`config.mk`:
```
export PLATFORM = sky130hd
export DESIGN_NAME = bf_exec_ctrl
export DESIGN_NICKNAME = d
export VERILOG_FILES = /design/src/rtl/bf_pkg.sv /design/src/rtl/bf_bracket_scan.sv /design/src/rtl/bf_exec_ctrl.sv
export SDC_FILE = /design/constraint.sdc
export NUM_CORES = 1
export LEC_CHECK = 0
export ABC_AREA = 1
export BUFFER_PORTS_ARGS = -buffer_cell sky130_fd_sc_hd__buf_2
export CAP_MARGIN = 20
export CORE_UTILIZATION = 59
export DETAILED_ROUTE_END_ITERATION = 10
export GPL_TIMING_DRIVEN = 0
export PLACE_DENSITY = 0.87
export SLEW_MARGIN = 25
export SYNTH_ARGS = -nofsm -noshare
export SYNTH_HDL_FRONTEND = slang
export SYNTH_HIERARCHICAL = 1
export SYNTH_SLANG_ARGS = --single-unit
```
`constraint.sdc`:
```
create_clock -name clk -period 9.05 [get_ports clk]
set_clock_uncertainty 0.2 [all_clocks]
set_input_delay 1.3575 -clock clk [delete_from_list [all_inputs] [get_ports clk]]
set_output_delay 1.3575 -clock clk [all_outputs]
set_load 0.005 [all_outputs]
```
`src/rtl/bf_pkg.sv`:
```
// Shared opcodes, ALU selector values and FSM state encoding for the Brainfuck
// execute controller.
package bf_pkg;
    localparam logic [7:0] OP_INC   = 8'h2B;
    localparam logic [7:0] OP_DEC   = 8'h2D;
    localparam logic [7:0] OP_RIGHT = 8'h3E;
    localparam logic [7:0] OP_LEFT  = 8'h3C;
    localparam logic [7:0] OP_OUT   = 8'h2E;
    localparam logic [7:0] OP_IN    = 8'h2C;
    localparam logic [7:0] OP_JZ    = 8'h5B;
    localparam logic [7:0] OP_JNZ   = 8'h5D;
    localparam logic [7:0] OP_HALT  = 8'h00;

    localparam logic ALU_ADD = 1'b0;
    localparam logic ALU_SUB = 1'b1;

    typedef enum logic [3:0] {
        S_IDLE, S_FETCH, S_DECODE, S_EXEC, S_SCAN_F, S_SCAN_B, S_OUT, S_IN, S_HALT
    } state_t;
endpackage

```
`src/rtl/bf_bracket_scan.sv`:
```
// Bracket-matching helper: tracks nesting depth and scan direction, and decides
// per scanned byte whether the match is found, the scan fails, and where pc goes.
module bf_bracket_scan
    import bf_pkg::*;
#(
    parameter int PADDR = 10
) (
    input  logic             clk,
    input  logic             rst_n,
    input  logic             load,
    input  logic             load_back,
    input  logic             step,
    input  logic [7:0]       op,
    input  logic [PADDR-1:0] pc,
    output logic             done,
    output logic             fail,
    output logic [PADDR-1:0] next_pc
);
    logic [PADDR:0] depth, depth_nx;
    logic           back;
    logic           at_edge;

    always_comb begin
        depth_nx = depth;
        if (op == OP_JZ)
            depth_nx = back ? depth - 1'b1 : depth + 1'b1;
        else if (op == OP_JNZ)
            depth_nx = back ? depth + 1'b1 : depth - 1'b1;
        at_edge = back ? (pc == '0) : (pc == '1);
        done    = step && (op != OP_HALT) && (depth_nx == '0);
        // A terminator mid-scan, or needing to step past either end, is unmatched.
        fail    = step && ((op == OP_HALT) || (!done && at_edge));
        next_pc = (back && !done) ? pc - 1'b1 : pc + 1'b1;
    end

    always_ff @(posedge clk or negedge rst_n) begin
        if (!rst_n) begin
            depth <= '0;
            back  <= 1'b0;
        end else if (load) begin
            depth <= (PADDR+1)'(1);
            back  <= load_back;
        end else if (step) begin
            depth <= depth_nx;
        end
    end
endmodule

```
`src/rtl/bf_exec_ctrl.sv`:
```
// Brainfuck execute controller: fetches from program ROM, sequences the ALU and
// data RAM, resolves brackets by scanning, and moves I/O bytes via valid/ready.
module bf_exec_ctrl
    import bf_pkg::*;
#(
    parameter int WIDTH = 16,
    parameter int PADDR = 10,
    parameter int DADDR = 10
) (
    input  logic             clk,
    input  logic             rst_n,
    input  logic             start,
    output logic [PADDR-1:0] prog_addr,
    input  logic [7:0]       prog_data,
    output logic [DADDR-1:0] data_addr,
    input  logic [WIDTH-1:0] data_rdata,
    output logic [WIDTH-1:0] data_wdata,
    output logic             data_we,
    output logic             alu_op,
    output logic [WIDTH-1:0] alu_a,
    output logic [WIDTH-1:0] alu_b,
    input  logic [WIDTH-1:0] alu_out,
    output logic [7:0]       out_data,
    output logic             out_valid,
    input  logic             out_ready,
    input  logic [7:0]       in_data,
    input  logic             in_valid,
    output logic             in_ready,
    output logic             busy,
    output logic             halted,
    output logic             error
);
    state_t           state, state_nx;
    logic [PADDR-1:0] pc, pc_nx;
    logic [DADDR-1:0] ptr, ptr_nx;
    logic [7:0]       ins;
    logic             op_sub;
    logic             phase, phase_nx;
    logic             err_set;
    logic             scan_load, scan_back, scan_step;
    logic             scan_done, scan_fail;
    logic [PADDR-1:0] scan_pc;
    logic             cell_zero;

    assign prog_addr = pc;
    assign data_addr = ptr;
    assign alu_b     = WIDTH'(1);
    assign cell_zero = (data_rdata == '0);
    // Scan states alternate: phase 0 presents pc to the ROM, phase 1 judges its byte.
    assign scan_step = ((state == S_SCAN_F) || (state == S_SCAN_B)) && phase;

    bf_bracket_scan #(.PADDR(PADDR)) u_scan (
        .clk       (clk),
        .rst_n     (rst_n),
        .load      (scan_load),
        .load_back (scan_back),
        .step      (scan_step),
        .op        (prog_data),
        .pc        (pc),
        .done      (scan_done),
        .fail      (scan_fail),
        .next_pc   (scan_pc)
    );

    always_ff @(posedge clk or negedge rst_n) begin
        if (!rst_n) state <= S_IDLE;
        else        state <= state_nx;
    end

    always_comb begin
        state_nx  = state;
        pc_nx     = pc;
        ptr_nx    = ptr;
        phase_nx  = 1'b0;
        err_set   = 1'b0;
        scan_load = 1'b0;
        scan_back = 1'b0;
        unique case (state)
            S_IDLE, S_HALT: if (start) begin
                state_nx = S_FETCH;
                pc_nx    = '0;
                ptr_nx   = '0;
            end
            S_FETCH: state_nx = S_DECODE;
            S_DECODE: begin
                unique case (prog_data)
                    OP_RIGHT: begin ptr_nx = ptr + 1'b1; pc_nx = pc + 1'b1; state_nx = S_FETCH; end
                    OP_LEFT:  begin ptr_nx = ptr - 1'b1; pc_nx = pc + 1'b1; state_nx = S_FETCH; end
                    OP_INC, OP_DEC, OP_JZ, OP_JNZ: state_nx = S_EXEC;
                    OP_OUT:   state_nx = S_OUT;
                    OP_IN:    state_nx = S_IN;
                    OP_HALT:  state_nx = S_HALT;
                    default:  begin pc_nx = pc + 1'b1; state_nx = S_FETCH; end
                endcase
            end
            S_EXEC: begin
                if (ins == OP_JZ && cell_zero) begin
                    if (pc == '1) begin err_set = 1'b1; state_nx = S_HALT; end
                    else begin scan_load = 1'b1; pc_nx = pc + 1'b1; state_nx = S_SCAN_F; end
                end else if (ins == OP_JNZ && !cell_zero) begin
                    if (pc == '0) begin err_set = 1'b1; state_nx = S_HALT; end
                    else begin
                        scan_load = 1'b1;
                        scan_back = 1'b1;
                        pc_nx     = pc - 1'b1;
                        state_nx  = S_SCAN_B;
                    end
                end else begin
                    pc_nx    = pc + 1'b1;
                    state_nx = S_FETCH;
                end
            end
            S_SCAN_F, S_SCAN_B: begin
                if (!phase) phase_nx = 1'b1;
                else if (scan_fail) begin
                    err_set  = 1'b1;
                    state_nx = S_HALT;
                end else begin
                    pc_nx = scan_pc;
                    if (scan_done) state_nx = S_FETCH;
                end
            end
            S_OUT: if (out_ready) begin pc_nx = pc + 1'b1; state_nx = S_FETCH; end
            S_IN:  if (in_valid)  begin pc_nx = pc + 1'b1; state_nx = S_FETCH; end
            default: state_nx = S_IDLE;
        endcase
    end

    always_comb begin
        data_we    = 1'b0;
        data_wdata = '0;
        alu_op     = ALU_ADD;
        alu_a      = '0;
        out_data   = '0;
        out_valid  = 1'b0;
        in_ready   = 1'b0;
        busy       = 1'b1;
        halted     = 1'b0;
        unique case (state)
            S_IDLE: busy = 1'b0;
            S_HALT: begin busy = 1'b0; halted = 1'b1; end
            S_EXEC: begin
                alu_a  = data_rdata;
                alu_op = op_sub;
                if (ins == OP_INC || ins == OP_DEC) begin
                    data_we    = 1'b1;
                    data_wdata = alu_out;
                end
            end
            S_OUT: begin out_valid = 1'b1; out_data = data_rdata[7:0]; end
            S_IN: begin
                in_ready   = 1'b1;
                data_we    = in_valid;
                data_wdata = WIDTH'(in_data);
            end
            default: ;
        endcase
    end

    always_ff @(posedge clk or negedge rst_n) begin
        if (!rst_n) begin
            pc     <= '0;
            ptr    <= '0;
            ins    <= '0;
            op_sub <= ALU_ADD;
            phase  <= 1'b0;
            error  <= 1'b0;
        end else begin
            pc    <= pc_nx;
            ptr   <= ptr_nx;
            phase <= phase_nx;
            if (err_set) error <= 1'b1;
            if (state == S_DECODE) begin
                ins    <= prog_data;
                op_sub <= (prog_data == OP_DEC) ? ALU_SUB : ALU_ADD;
            end
        end
    end
endmodule

```
* Word-level counts from Yosys, hierarchy flattened
Cells that the tools add are included.
Widths: inputs -> output; s select.
** Word-level totals
- Bits in registers :: 47
- Bits of input ports :: 53
- Output and inout port bits :: 83
- Word-level logic and storage cells :: 136
** Operators by class
- Add/sub/neg operators :: 6
- Eq/ne operators :: 31
- Muxes and demuxes :: 61
- Reduce and logical (&&, ||, !) cells :: 29
** Operators with widths (count)
- $mux 10 :: 11
- $mux 11 :: 6
- $eq 8x6->1 const B :: 8
- $pmux 10 s6 :: 1
- $mux 4 :: 10
- $pmux 10 s2 :: 2
- $eq 8x7->1 const B :: 4
- $mux 16 :: 2
- $pmux 16 s2 :: 1
- $pmux 4 s7 :: 1
- $mux 1 :: 23
- $add 10x1->10 const B :: 2
- $sub 10x1->10 const B :: 2
- $eq 4x3->1 const B :: 4
- $logic_not 16->1 :: 1
- $pmux 4 s4 :: 1
- $add 11x1->11 const B :: 1
- $logic_not 11->1 :: 1
- $sub 11x1->11 const B :: 1
- $eq 10x10->1 const B :: 1
- $logic_not 10->1 :: 1
- $ne 2x2->1 const B :: 5
- $reduce_and 9->1 :: 1
- $eq 4x2->1 const B :: 2
- other kinds (21) :: 35

* Logic depth before layout (Yosys ltp)
Gate-level depths: netlist of the first run.
- Word-level depth :: 13
- Gate-level depth with buffers :: 29
- Mapped depth without buffers :: 29

* Modules after synthesis
Netlist of the first run, hierarchy kept.
** By module, submodules not included
- bf_exec_ctrl :: times used 1, cells each 545, area an instance 3399.5 sq um, seq. area each 875.8 sq um
- bf_bracket_scan :: times used 1, cells each 310, area an instance 1844.3 sq um, seq. area each 300.3 sq um

* Worst setup path after synthesis of the first run
OpenSTA, ideal clock, no wires.
- Kind :: input to register
- Start :: input port prog_data[5]
- End :: register pc[8] (netlist: prog_addr[8])
- Library setup time :: 0.065 ns
- Arrival :: 4.055 ns
- Data required time :: 8.785 ns
- Setup slack :: 4.730 ns
- Cell stages on the path :: 26
- Buffers on the path :: 0
- Cells stage by stage :: nor2_1 nand2_1 inv_1 nand2_2 nand2_2 inv_2 nand2_1 nand2_1 nor2_1 nand3_1 nor2_2 nand2_2 nand2_4 inv_1 ha_1 a21oi_1 o21ai_0 a21o_1 a21oi_1 o21ai_0 a21oi_1 xor2_1 nand2_1 nand3_1 nand3_2 nand2_1
** Between the ends
- Word-level cells in the longest chain between the ends :: 11
- Elaborated cells between the ends (all ways) :: 26
- Classes of those cells :: eq/ne: 8; mux: 6; reduce/logical: 12
** RTL lines
- start: declaration :: line bf_exec_ctrl.sv:14 : input logic [7:0] prog_data,
- $eq 8x7->1 :: line bf_bracket_scan.sv:27 : else if (op == OP_JNZ)
- $mux 11 :: line bf_bracket_scan.sv:27
- $mux 11 :: line bf_bracket_scan.sv:25 : if (op == OP_JZ)
- $logic_not 11->1 :: line bf_bracket_scan.sv:30 : done = step && (op != OP_HALT) && (depth_nx == '0);
- $logic_and 1x1->1 * :: line bf_bracket_scan.sv:30
- $logic_not 1->1 * :: line bf_bracket_scan.sv:33 : next_pc = (back && !done) ? pc - 1'b1 : pc + 1'b1;
- $logic_and 1x1->1 * :: line bf_bracket_scan.sv:33
- $mux 10 * :: line bf_bracket_scan.sv:33
- net scan_pc[8] :: line bf_exec_ctrl.sv:42 : logic [PADDR-1:0] scan_pc;
- $mux 10 * :: line bf_exec_ctrl.sv:115 : else if (scan_fail) begin
- $mux 10 * :: line bf_exec_ctrl.sv:114 : if (!phase) phase_nx = 1'b1;
- $pmux 10 s6 * :: line bf_exec_ctrl.sv:78 : unique case (state)
- end signal: assignment :: line bf_exec_ctrl.sv:169 : pc <= pc_nx;
- end: declaration :: line bf_exec_ctrl.sv:34 : logic [PADDR-1:0] pc, pc_nx;
Mark *: on every way through the listed nets, which the timed path passes. The rest lies on a longest branch. The select of a mux whose other input is x is not followed.
A chain may end at the register's enable or synchronous reset.

* Final worst setup path of the first run
- Start :: input port prog_data[1]
- End :: register pc[8] (netlist: prog_addr[8])
The elaborated chain is that of the path after synthesis.

==> results of run 1 <==
-- placed cells by master (no fill, tap or decap), drive strengths merged --
cell,instances
nand2,241
buf,149
inv,129
nor2,114
nand3,101
dfrtp,47
o21ai,43
nand4,27
xor2,26
a21oi,25
ha,16
conb,16
o22ai,9
nor3,9
clkbuf,9
nor4,4
nand3b,3
a22oi,3
xnor2,3
o31ai,3
o2111ai,2
o41ai,2
a21boi,2
or2,2
clkinv,2
a31oi,2
or4,1
o211ai,1
o21a,1
o311ai,1
a21o,1
a211oi,1
fa,1
-- state kept, by name, indices dropped and copies added (netlist names) --
signal / count
prog_addr: 10
state: 4
op_sub: 1
phase: 1
ins: 8
data_addr: 10
error: 1
u_scan/depth: 11
u_scan/back: 1
-- layer usage --
metal / wire, µm / up-vias / global-route usage, % / part of all wire, %
li1: - / 3006 / - / -
met1: 6510 / 2720 / 46.3 / 45
met2: 6900 / 216 / 54.5 / 47
met3: 960 / 33 / 4.34 / 6.6
met4: 255 / 0 / 9.08 / 1.7
met5: 0 / - / 0 / 0
-- power groups by stage --
stage          Combinational, µW  Sequential [µW]  Clock [µW]
2_1_floorplan                382              289           0
3_3_place_gp                 518              299           0
3_5_place_dp                 530              300           0
4_1_cts                      532              297         140
5_1_grt                      600              305         149
6_report                     537              298         137
-- worst reg2reg max path, delay by kind of cell, from the launching register on --
kind                       cells  cell delay (ns)
xor gates and xnor gates       1             0.15
adders and majority gates      2             0.61
AOI/OAI and AO/OA              7             1.11
and+or+nand+nor               13             1.30
buffers and inverters          4             0.45
DFF                            1             0.45
-- worst max path at each step --
stage                               endpoint  slack (ns)  cells after the start
global route        prog_addr[9]$_DFFE_PN0P_        3.93                     27
CTS                 prog_addr[8]$_DFFE_PN0P_        4.26                     25
finish              prog_addr[8]$_DFFE_PN0P_        4.21                     25
global placement    prog_addr[8]$_DFFE_PN0P_        4.05                     26
floorplan           prog_addr[8]$_DFFE_PN0P_        4.73                     26
detailed placement  prog_addr[8]$_DFFE_PN0P_        3.97                     25
-- metrics by stage --
stage | cell area [µm²] | worst slack (ns) | instances
after floorplan | 5300 | 4.73 | 869
after global placement | 6030 | 4.05 | 1096
after detailed placement | 6030 | 3.97 | 1096
after CTS | 6120 | 4.26 | 1104
after global routing | 6120 | 3.93 | 1104
final | 6120 | 4.21 | 1104
-- cell usage after synthesis (all sizes together) (3+ instances only) --
| library cell | number |
|---|---|
| nand2 | 241 |
| inv | 129 |
| nor2 | 114 |
| nand3 | 101 |
| dfrtp | 47 |
| o21ai | 43 |
| buf | 30 |
| nand4 | 27 |
| xor2 | 26 |
| a21oi | 25 |
| ha | 16 |
| nor3 | 9 |
| o22ai | 9 |
| nor4 | 4 |
| a22oi | 3 |
| nand3b | 3 |
| o31ai | 3 |
| xnor2 | 3 |
-- layout make-up --
class,count,share of cell area (%)
Timing Repair Buffer,119,9.77
Sequential cell,47,19.2
Clock buffer,7,1.41
Buffer,32,3.64
Inverter,130,7.97
Tap cell,108,2.21
Clock inverter,1,0.143
Multi-Input combinational cell,660,55.7
-- logic make-up after synthesis --
group	after synthesis	share of synthesized area [%]
simple gates	502	44.3
buf+inv	162	13.6
compound gates	96	10.5
flops	47	22.4
xor+xnor	29	4.84
fa+ha+maj	17	4.20
other cells	2	0.143
==> flow_summary.rst, run 1 <==
.. list-table::
   :header-rows: 1

   * - Metric
     - Value
   * - Status
     - finished clean
   * - Number of buffers on the longest clock path
     - 2
   * - Period utilization
     - 53.5%
   * - Num Clock Sinks
     - 47
   * - Row count
     - 34
   * - Register area
     - 1180 µm²
   * - Upper clock frequency limit
     - 0.207 GHz
   * - Final setup violation count
     - 0
   * - Hold WS
     - 0.305 ns
   * - Dominant cells by area after synthesis
     - dfrtp_1, nand2_1, nand3_1, inv_1, nor2_1
   * - Drt wl/cell
     - 13.2 µm
   * - Element type at the critical path start
     - input pin
   * - Number of setup buffers added after CTS
     - 0
   * - EDFF count, synth
     - 0
   * - Post_cts resized
     - 0
   * - Synthesized cell area
     - 5240 µm²
   * - Number of antenna violations at the first check in global routing
     - 0
   * - DRC
     - 0
   * - Library cell with the largest summed area after synthesis
     - dfrtp_1
   * - WHS Endpoint
     - op_sub$_DFFE_PN0P_
   * - Logic gate share of total power
     - 55.3%
   * - Full die area
     - 9270 µm²
   * - Via total after detailed routing
     - 5975
   * - Crit path arrival time
     - 4.88 ns
   * - Final-stage net count
     - 1065
   * - Max FO, Critical Path
     - 8
   * - Clock tree from TritonCTS
     - done
   * - Slew Limit Headroom
     - 58.4%
   * - CP Launch Point
     - prog_data[1]
   * - Register-to-Register Setup Slack
     - 4.73 ns
   * - Detailed-route wire length
     - 14600 µm
   * - Clock slew at reported path FFs
     - 0.09 ns
   * - GP Congestion
     - 0.972
   * - Clock network latency to the later pin of the worst-skew pair
     - 0.30 ns
   * - Worst path most repeated cell
     - nand2_1
   * - Max stage delay on crit path
     - 0.34 ns
   * - Proportion of synthesized chip area in sequential cells
     - 22.4%
   * - Clock Power Share
     - 14.1%
   * - Number of cells on the worst reg-to-reg path
     - 27
   * - Flip-flop cell with the highest count after synthesis
     - dfrtp_1
   * - Die Width
     - 96.3 µm
   * - Startpoint of the worst register-to-register path
     - u_scan/depth[0]$_DFFE_PN0P_
   * - Highest-delay cell along the critical path
     - ha_1
   * - Starting density of the core
     - 60.4%
   * - Total global routing overflow
     - 0
   * - Wire length of the first global-routing pass
     - 24600 µm
   * - Largest delay contributor family on the critical path
     - simple AND/OR/NAND/NOR gates
   * - Area of combinational cells with multiple inputs
     - 3410 µm²
   * - Flop pwr share
     - 30.6%
   * - Critical hold path startpoint
     - op_sub$_DFFE_PN0P_
   * - Async S/R FF share, synth
     - 100%
   * - Mean post-synth cell area
     - 6.13 µm²
   * - Final Power
     - 972 µW
   * - Yosys warnings
     - 6
   * - Fraction of final layout cells with drive strength greater than 1
     - 22.0%
   * - Number of distinct library cells after synthesis
     - 49
   * - Classification of the worst-slack hold path
     - register to register
   * - RSZ-0062 raised after global routing
     - false
   * - Shortest clock period the worst path allows after layout
     - 4.84 ns
   * - Hold bufs inserted after CTS
     - 0
   * - Actual slew at the worst max-slew pin
     - 0.625 ns
   * - Post-route core utilization
     - 70.6%
   * - Pin count of the biggest net entering global routing
     - 48
   * - DR iter-0 viols
     - 431
   * - Diode insertion count for antenna repair
     - 0
   * - Level count of the clock H-tree
     - 2
   * - Required time reported for the critical path endpoint
     - 9.09 ns
   * - Residual antenna-violating net count after detailed routing
     - 0
   * - Setup_tns
     - 0 ns
   * - Number of CTS-inserted buffers
     - 5
   * - Post-DP HPWL
     - 11400 µm
   * - Count of buffering cells on the critical path with inverters included
     - 3
   * - Number of ports placed on the die boundary
     - 136
   * - Total routing resource utilization after global routing
     - 33.4%
   * - Hold violation count in the final report
     - 0
   * - #FFs+latches synth
     - 47
   * - Switching part of the total power
     - 48.2%
   * - Synth-to-Final Area Change
     - 16.8%
   * - Cell internal power dissipation
     - 504 µW
   * - Final Max Slew Viols
     - 0
   * - Gate Count Post-Synth
     - 855
   * - Cell leakage power
     - 0.00354 µW
   * - Crit end category
     - register
   * - Router iterations before antenna repair
     - 5
   * - Count of fill cells added during filler insertion
     - 808
   * - Area of the core region
     - 8680 µm²
   * - Worst vdd ir
     - 87.2 µV
   * - Critical path class
     - input pin to register
   * - Vias in the first global route
     - 5392
   * - Vertical extent of the die
     - 96.3 µm
   * - Reg-to-reg critical path endpoint
     - prog_addr[8]$_DFFE_PN0P_
   * - Number of max-capacitance violations reported
     - 0
   * - Power per standard cell area
     - 159 nW/µm²
   * - Worst hold path depth
     - 2
   * - Clock root buffer
     - clkbuf_8
   * - Area share of the largest cell type after synthesis
     - 22.4%
   * - Vias per cell
     - 5.41
   * - NetSw
     - 469 µW
   * - Port Buf Inserts
     - 119
(Power assumes the default switching activity.)
==> run 2: changes to the inputs <==
Settings changed: CORE_UTILIZATION 59 to 55, PLACE_DENSITY 0.87 to 0.82.
Clock period 9.05 ns to 5.03 ns, I/O delays scaled along.
==> flow_summary.rst, run 2 (synthesis results as in run 1) <==
.. list-table::
   :header-rows: 1

   * - Metric
     - Value
   * - Status
     - finished clean
   * - Final setup violation count
     - 0 (unchanged)
   * - Num Clock Sinks
     - 47 (unchanged)
   * - Count of buffering cells on the critical path with inverters included
     - 4 (+1)
   * - CP Launch Point
     - state[3]$_DFFE_PN0P_
   * - Area of the core region
     - 9240 µm² (+6.5%)
   * - Number of buffers on the longest clock path
     - 2 (unchanged)
   * - Die Width
     - 99.6 µm (+3.5%)
   * - Classification of the worst-slack hold path
     - input pin to asynchronous set/reset pin
   * - Router iterations before antenna repair
     - 4 (-1)
   * - Design Area, Final
     - 6140 µm² (+0.22%)
   * - Slew Limit Headroom
     - 57.3% (-1.0 points)
   * - Pre-CTS WS
     - 0.529 ns (-3.44 ns)
   * - Fraction of final layout cells with drive strength greater than 1
     - 22.0% (+0.022 points)
   * - Final Max Slew Viols
     - 0 (unchanged)
   * - Crit path arrival time
     - 4.43 ns (-0.45 ns)
   * - Crit end category
     - register
   * - Synth-to-Final Area Change
     - 17.1%
   * - Number of setup buffers added after CTS
     - 0 (unchanged)
   * - Actual slew at the worst max-slew pin
     - 0.640 ns (+0.0157 ns)
   * - Clock network latency to the later pin of the worst-skew pair
     - 0.31 ns (about the same)
   * - GP Congestion
     - 0.954 (-1.9%)
   * - Hold violation count in the final report
     - 0 (unchanged)
   * - Vias in the first global route
     - 5310 (-1.5%)
   * - Routed length on met3
     - 759 µm (-21%)
   * - Required time reported for the critical path endpoint
     - 5.08 ns (-4.01 ns)
   * - Number of ports placed on the die boundary
     - 136 (unchanged)
   * - Max FO, Critical Path
     - 8 (unchanged)
   * - Critical Path Sink
     - prog_addr[8]$_DFFE_PN0P_
   * - Commonest cells after routing, fill and taps aside
     - nand2_1, buf_2, inv_1, nand3_1, nor2_1
   * - Most common cell after layout, fill and taps aside
     - nand2_1
   * - Total global routing overflow
     - 0 (unchanged)
   * - Setup_tns
     - 0 ns (unchanged)
   * - Worst vdd ir
     - 177 µV (+100%)
   * - Reg-to-reg critical path endpoint
     - prog_addr[8]$_DFFE_PN0P_
   * - WP depth
     - 25 (unchanged)
   * - Number of max-capacitance violations reported
     - 0 (unchanged)
   * - Max stage delay on crit path
     - 0.42 ns (+0.08 ns)
   * - Level count of the clock H-tree
     - 2 (unchanged)
   * - RSZ-0062 raised after global routing
     - false
   * - Diode insertion count for antenna repair
     - 0 (unchanged)
   * - Drt wl/cell
     - 13.0 µm (-1.7%)
   * - Area of combinational cells with multiple inputs
     - 3410 µm² (unchanged)
   * - Wire length of the first global-routing pass
     - 24600 µm (about the same)
   * - Power per standard cell area
     - 282 nW/µm² (+78%)
   * - Residual antenna-violating net count after detailed routing
     - 0 (unchanged)
   * - Register with the most flip-flops
     - u_scan/depth
   * - Row count
     - 35 (+2.9%)
   * - Largest register FFs
     - 11 (unchanged)
   * - Worst path most repeated cell
     - a21oi_1
   * - Final-stage net count
     - 1065 (unchanged)
   * - Vertical extent of the die
     - 99.6 µm (+3.5%)
   * - Hold WS
     - 0.256 ns (-0.0491 ns)
   * - DR iter-0 viols
     - 378 (-12%)
   * - Clock slew at reported path FFs
     - 0.10 ns (about the same)
   * - Port Buf Inserts
     - 119 (unchanged)
   * - Length of routed met2 wiring
     - 6800 µm (-1.5%)
   * - Vias per cell
     - 5.19 (-4.0%)
   * - Critical path class
     - register to register
   * - Via total after detailed routing
     - 5839 (-2.3%)
   * - Largest delay contributor family on the critical path
     - simple AND/OR/NAND/NOR gates
   * - Period utilization
     - 87.1%
   * - Post-DP HPWL
     - 11300 µm (-0.82%)
   * - Worst Setup Slack, final
     - 0.648 ns (-3.56 ns)
   * - Clock tree from TritonCTS
     - done
   * - Max layer used
     - met4
   * - Post-route core utilization
     - 66.4% (-4.1 points)
   * - Pin count of the biggest net entering global routing
     - 48 (unchanged)
   * - Register area
     - 1180 µm² (unchanged)
   * - Startpoint of the worst register-to-register path
     - state[3]$_DFFE_PN0P_
   * - Count of fill cells added during filler insertion
     - 905 (+12%)
   * - Highest-delay cell along the critical path
     - dfrtp_1
   * - Starting density of the core
     - 56.8% (-3.7 points)
   * - Detailed-route wire length
     - 14600 µm (about the same)
   * - Total routing resource utilization after global routing
     - 30.3% (-3.1 points)
   * - Full die area
     - 9930 µm² (+7.1%)
   * - DRC
     - 0 (unchanged)
   * - Shortest clock period the worst path allows after layout
     - 4.38 ns
   * - Number of CTS-inserted buffers
     - 5 (unchanged)
   * - Hold bufs inserted after CTS
     - 0 (unchanged)
   * - Number of cells on the worst reg-to-reg path
     - 25 (-7.4%)
   * - Post-placement cell area
     - 6060 µm² (+0.44%)
   * - Number of antenna violations at the first check in global routing
     - 0 (unchanged)
   * - Post_cts resized
     - 0 (unchanged)
   * - Detailed-route wire length on metal 1
     - 6910 µm (+6.2%)
   * - Clock root buffer
     - clkbuf_8
   * - Upper clock frequency limit
     - 0.228 GHz
   * - Cell leakage power
     - 0.00354 µW (-0.13%)
   * - Element type at the critical path start
     - register
   * - Register-to-Register Setup Slack
     - 0.65 ns (-4.08 ns)
## run 2: changes by cell type in the layout (fill, tap and decap cells not counted), sizes merged
| cell | before | now |
|---|---|---|
| clkbuf | 9 | 7 |
| clkinv | 2 | 3 |
## run 2: how the worst min path moves through the flow
stage,startpoint,endpoint,cells after the start
2_1_floorplan,op_sub$_DFFE_PN0P_,op_sub$_DFFE_PN0P_,2
3_3_place_gp,ins[3]$_DFFE_PN0P_,ins[3]$_DFFE_PN0P_,2
3_5_place_dp,op_sub$_DFFE_PN0P_,op_sub$_DFFE_PN0P_,2
4_1_cts,rst_n,u_scan/depth[10]$_DFFE_PN0P_,1
5_1_grt,rst_n,ins[6]$_DFFE_PN0P_,1
6_report,rst_n,ins[6]$_DFFE_PN0P_,1
## run 2: cell type report
cell class                      instances  area share (%)
Buffer                                 32            3.63
Clock buffer                            5            1.12
Clock inverter                          2           0.224
Inverter                              130            7.95
Multi-Input combinational cell        660            55.5
Sequential cell                        47            19.2
Tap cell                              129            2.63
Timing Repair Buffer                  119            9.74
## run 2: worst reg2reg max path: stages (launching register included)
cell	delay (ns)
dfrtp_1	0.42
inv_2	0.11
nand2_1	0.10
nor2_1	0.39
inv_2	0.08
nor2_1	0.18
inv_1	0.11
a21oi_1	0.13
o21a_1	0.15
nand3_1	0.09
nor2_1	0.12
nand2_2	0.11
nand2_4	0.09
inv_1	0.16
ha_1	0.39
a21oi_1	0.17
o21ai_0	0.16
a21o_1	0.19
a21oi_1	0.20
o21ai_0	0.11
a21oi_1	0.17
xor2_1	0.16
nand2_1	0.10
nand3_1	0.12
nand3_2	0.06
nand2_1	0.05
## run 2: routing by layer
metal | up-vias | GRT usage (%)
li1 | 3009 | -
met1 | 2628 | 42.0
met2 | 185 | 50.6
met3 | 17 | 3.09
met4 | 0 | 7.69
met5 | - | 0
## run 2: report_power, final
group	internal, µW	leakage [µW]	switching, µW	total [µW]
Combinational	346	0.00291	611	957
Sequential	446	0.000586	93.3	539
Clock	95.5	0.0000440	139	234
## run 2: metrics by stage
stage | instances | power [µW]
global placement | 1117 | 1470
global route | 1124 | 1870
floorplan | 869 | 1210
detailed placement | 1117 | 1480
CTS | 1124 | 1720
finish | 1124 | 1730
==> run 3: changes to the inputs <==
--- a/config.mk
+++ b/config.mk
@@ -9,4 +9,5 @@
 export BUFFER_PORTS_ARGS = -buffer_cell sky130_fd_sc_hd__buf_2
 export CAP_MARGIN = 20
+export CORE_ASPECT_RATIO = 1.2
 export CORE_UTILIZATION = 55
 export DETAILED_ROUTE_END_ITERATION = 10
==> constraint.sdc (replaced) <==
create_clock -name clk -period 5.03 [get_ports clk]
set_clock_uncertainty 0.2 [all_clocks]
set_input_delay 0.7545 -clock clk [delete_from_list [all_inputs] [get_ports clk]]
set_output_delay 0.7545 -clock clk [all_outputs]
set_load 0.01 [all_outputs]
==> flow_summary.rst, run 3 (synthesis results as in run 1) <==
.. list-table::
   :header-rows: 1

   * - Metric
     - Value
   * - Synth-to-Final Area Change
     - 17.5%
   * - Worst Setup Slack, final
     - 0.702 ns (+0.0541 ns)
   * - Cell leakage power
     - 0.00355 µW (+0.42%)
   * - Starting density of the core
     - 57.4% (+0.69 points)
   * - Most common cell after layout, fill and taps aside
     - nand2_1
   * - Max stage delay on crit path
     - 0.42 ns (about the same)
   * - Hold WS
     - 0.229 ns (-0.0265 ns)
   * - Shortest clock period the worst path allows after layout
     - 4.33 ns (-0.0541 ns)
   * - Num Clock Sinks
     - 47 (unchanged)
   * - Number of antenna violations at the first check in global routing
     - 0 (unchanged)
   * - Port Buf Inserts
     - 119 (unchanged)
   * - Post_cts resized
     - 0 (unchanged)
   * - Setup_tns
     - 0 ns (unchanged)
   * - Area of the core region
     - 9130 µm² (-1.2%)
   * - Pin count of the biggest net entering global routing
     - 48 (unchanged)
   * - Commonest cells after routing, fill and taps aside
     - nand2_1, buf_2, inv_1, nand3_1, nor2_1
   * - Total routing resource utilization after global routing
     - 29.5% (-0.76 points)
   * - Detailed-route wire length
     - 14200 µm (-2.6%)
   * - DRC
     - 0 (unchanged)
   * - Design Area, Final
     - 6160 µm² (+0.37%)
   * - Level count of the clock H-tree
     - 2 (unchanged)
   * - Critical path class
     - register to register
   * - Wire length of the first global-routing pass
     - 23900 µm (-2.5%)
   * - Worst path most repeated cell
     - a21oi_1
   * - Final-stage net count
     - 1065 (unchanged)
   * - Cell internal power dissipation
     - 945 µW (+6.5%)
   * - Clock Power Share
     - 16.7% (+3.2 points)
   * - Router iterations before antenna repair
     - 5 (+1)
   * - Slew Limit Headroom
     - 57.9% (+0.59 points)
   * - Clock network latency to the later pin of the worst-skew pair
     - 0.32 ns (about the same)
   * - Fraction of final layout cells with drive strength greater than 1
     - 22.1% (+0.078 points)
   * - Flop pwr share
     - 29.5% (-1.7 points)
   * - Final setup violation count
     - 0 (unchanged)
   * - Number of setup buffers added after CTS
     - 0 (unchanged)
   * - Number of CTS-inserted buffers
     - 5 (unchanged)
   * - Clock slew at reported path FFs
     - 0.10 ns (about the same)
   * - Vertical extent of the die
     - 109 µm (+9.4%)
   * - Switching part of the total power
     - 47.8% (-0.88 points)
   * - Full die area
     - 9930 µm² (about the same)
   * - Drt wl/cell
     - 12.8 µm (-1.9%)
   * - Via total after detailed routing
     - 5842 (+0.051%)
   * - DR iter-0 viols
     - 283 (-25%)
   * - Residual antenna-violating net count after detailed routing
     - 0 (unchanged)
   * - Element type at the critical path start
     - register
   * - Crit path arrival time
     - 4.40 ns (-0.03 ns)
   * - Logic gate share of total power
     - 53.8% (-1.5 points)
   * - Highest-delay cell along the critical path
     - dfrtp_1
   * - Status
     - finished clean
   * - Diode insertion count for antenna repair
     - 0 (unchanged)
   * - Register with the most flip-flops
     - u_scan/depth
   * - Power per standard cell area
     - 294 nW/µm² (+4.3%)
   * - Upper clock frequency limit
     - 0.231 GHz (+1.2%)
   * - Pre-CTS WS
     - 0.564 ns (+0.0357 ns)
   * - Final Max Slew Viols
     - 0 (unchanged)
   * - GP Congestion
     - 0.949 (-0.50%)
   * - Crit end category
     - register
   * - Max FO, Critical Path
     - 8 (unchanged)
   * - Final Power
     - 1810 µW (+4.7%)
   * - Post-placement cell area
     - 6040 µm² (-0.19%)
   * - Row count
     - 38 (+8.6%)
   * - Count of buffering cells on the critical path with inverters included
     - 4 (unchanged)
   * - Number of ports placed on the die boundary
     - 136 (unchanged)
   * - Die Width
     - 91.1 µm (-8.5%)
   * - Post-DP HPWL
     - 11000 µm (-2.4%)
   * - Hold violation count in the final report
     - 0 (unchanged)
   * - Period utilization
     - 86.0% (-1.1 points)
   * - Required time reported for the critical path endpoint
     - 5.10 ns (+0.02 ns)
   * - Actual slew at the worst max-slew pin
     - 0.632 ns (-0.00882 ns)
   * - NetSw
     - 867 µW (+2.8%)
   * - Worst vdd ir
     - 171 µV (-3.6%)
   * - Vias in the first global route
     - 5340 (+0.56%)
   * - Hold bufs inserted after CTS
     - 0 (unchanged)
   * - Classification of the worst-slack hold path
     - input pin to asynchronous set/reset pin
   * - Total global routing overflow
     - 0 (unchanged)
   * - Number of buffers on the longest clock path
     - 2 (unchanged)
   * - RSZ-0062 raised after global routing
     - false
   * - Largest register FFs
     - 11 (unchanged)
   * - Vias per cell
     - 5.23 (+0.77%)
   * - Clock tree from TritonCTS
     - done
   * - Clock root buffer
     - clkbuf_8
   * - Largest delay contributor family on the critical path
     - simple AND/OR/NAND/NOR gates
   * - Number of max-capacitance violations reported
     - 0 (unchanged)
-- run 3: power groups by stage --
stage	registers (µW)	logic, µW	clock network, µW
global placement	538	955	0
floorplan	528	703	0
global route	545	1090	320
detailed placement	540	969	0
finish	534	976	303
CTS	533	973	307
-- run 3: cell type report --
cell class                 count  area (µm²)
clock inverter                 3        47.5
timing repair buffer         119         598
tap                          120         150
clock buffer                   5        68.8
multi-input combinational    660        3410
buffer                        32         223
fill                         881        2970
inverter                     130         488
sequential                    47        1180
-- run 3: metrics by stage --
stage          util [%]  std cells
2_1_floorplan         -        869
3_3_place_gp       66.2       1108
3_5_place_dp       66.2       1108
4_1_cts            67.5       1116
5_1_grt            67.5       1116
6_report           67.5       1116
-- run 3: path summary, 6_finish.rpt --
check / from / end / slack [ns] / cells past startpoint
max in group asynchronous: rst_n / u_scan/depth[8]$_DFFE_PN0P_ / 3.96 / 1
hold reg to reg: op_sub$_DFFE_PN0P_ / op_sub$_DFFE_PN0P_ / 0.30 / 2
setup / recovery: state[3]$_DFFE_PN0P_ / prog_addr[8]$_DFFE_PN0P_ / 0.70 / 25
min in group clk: op_sub$_DFFE_PN0P_ / op_sub$_DFFE_PN0P_ / 0.30 / 2
hold / removal: rst_n / data_addr[6]$_DFFE_PN0P_ / 0.23 / 1
setup reg to reg: state[3]$_DFFE_PN0P_ / prog_addr[8]$_DFFE_PN0P_ / 0.70 / 25
-- run 3: worst register-to-register path, delay by kind of cell (launching register included) --
kind | cells | cell delay (ns)
fa+ha+maj | 1 | 0.37
buf+inv | 4 | 0.45
compound gates | 8 | 1.27
flops | 1 | 0.42
xor+xnor | 1 | 0.17
simple gates | 11 | 1.41
-- run 3: routing by layer --
layer / share of wire, % / wire length [µm] / GRT usage (%) / vias up
li1: - / - / - / 3010
met1: 43 / 6170 / 35.8 / 2623
met2: 49 / 7020 / 54.1 / 183
met3: 5.5 / 789 / 3.70 / 26
met4: 1.8 / 262 / 10.2 / 0
met5: 0 / 0 / 0 / -
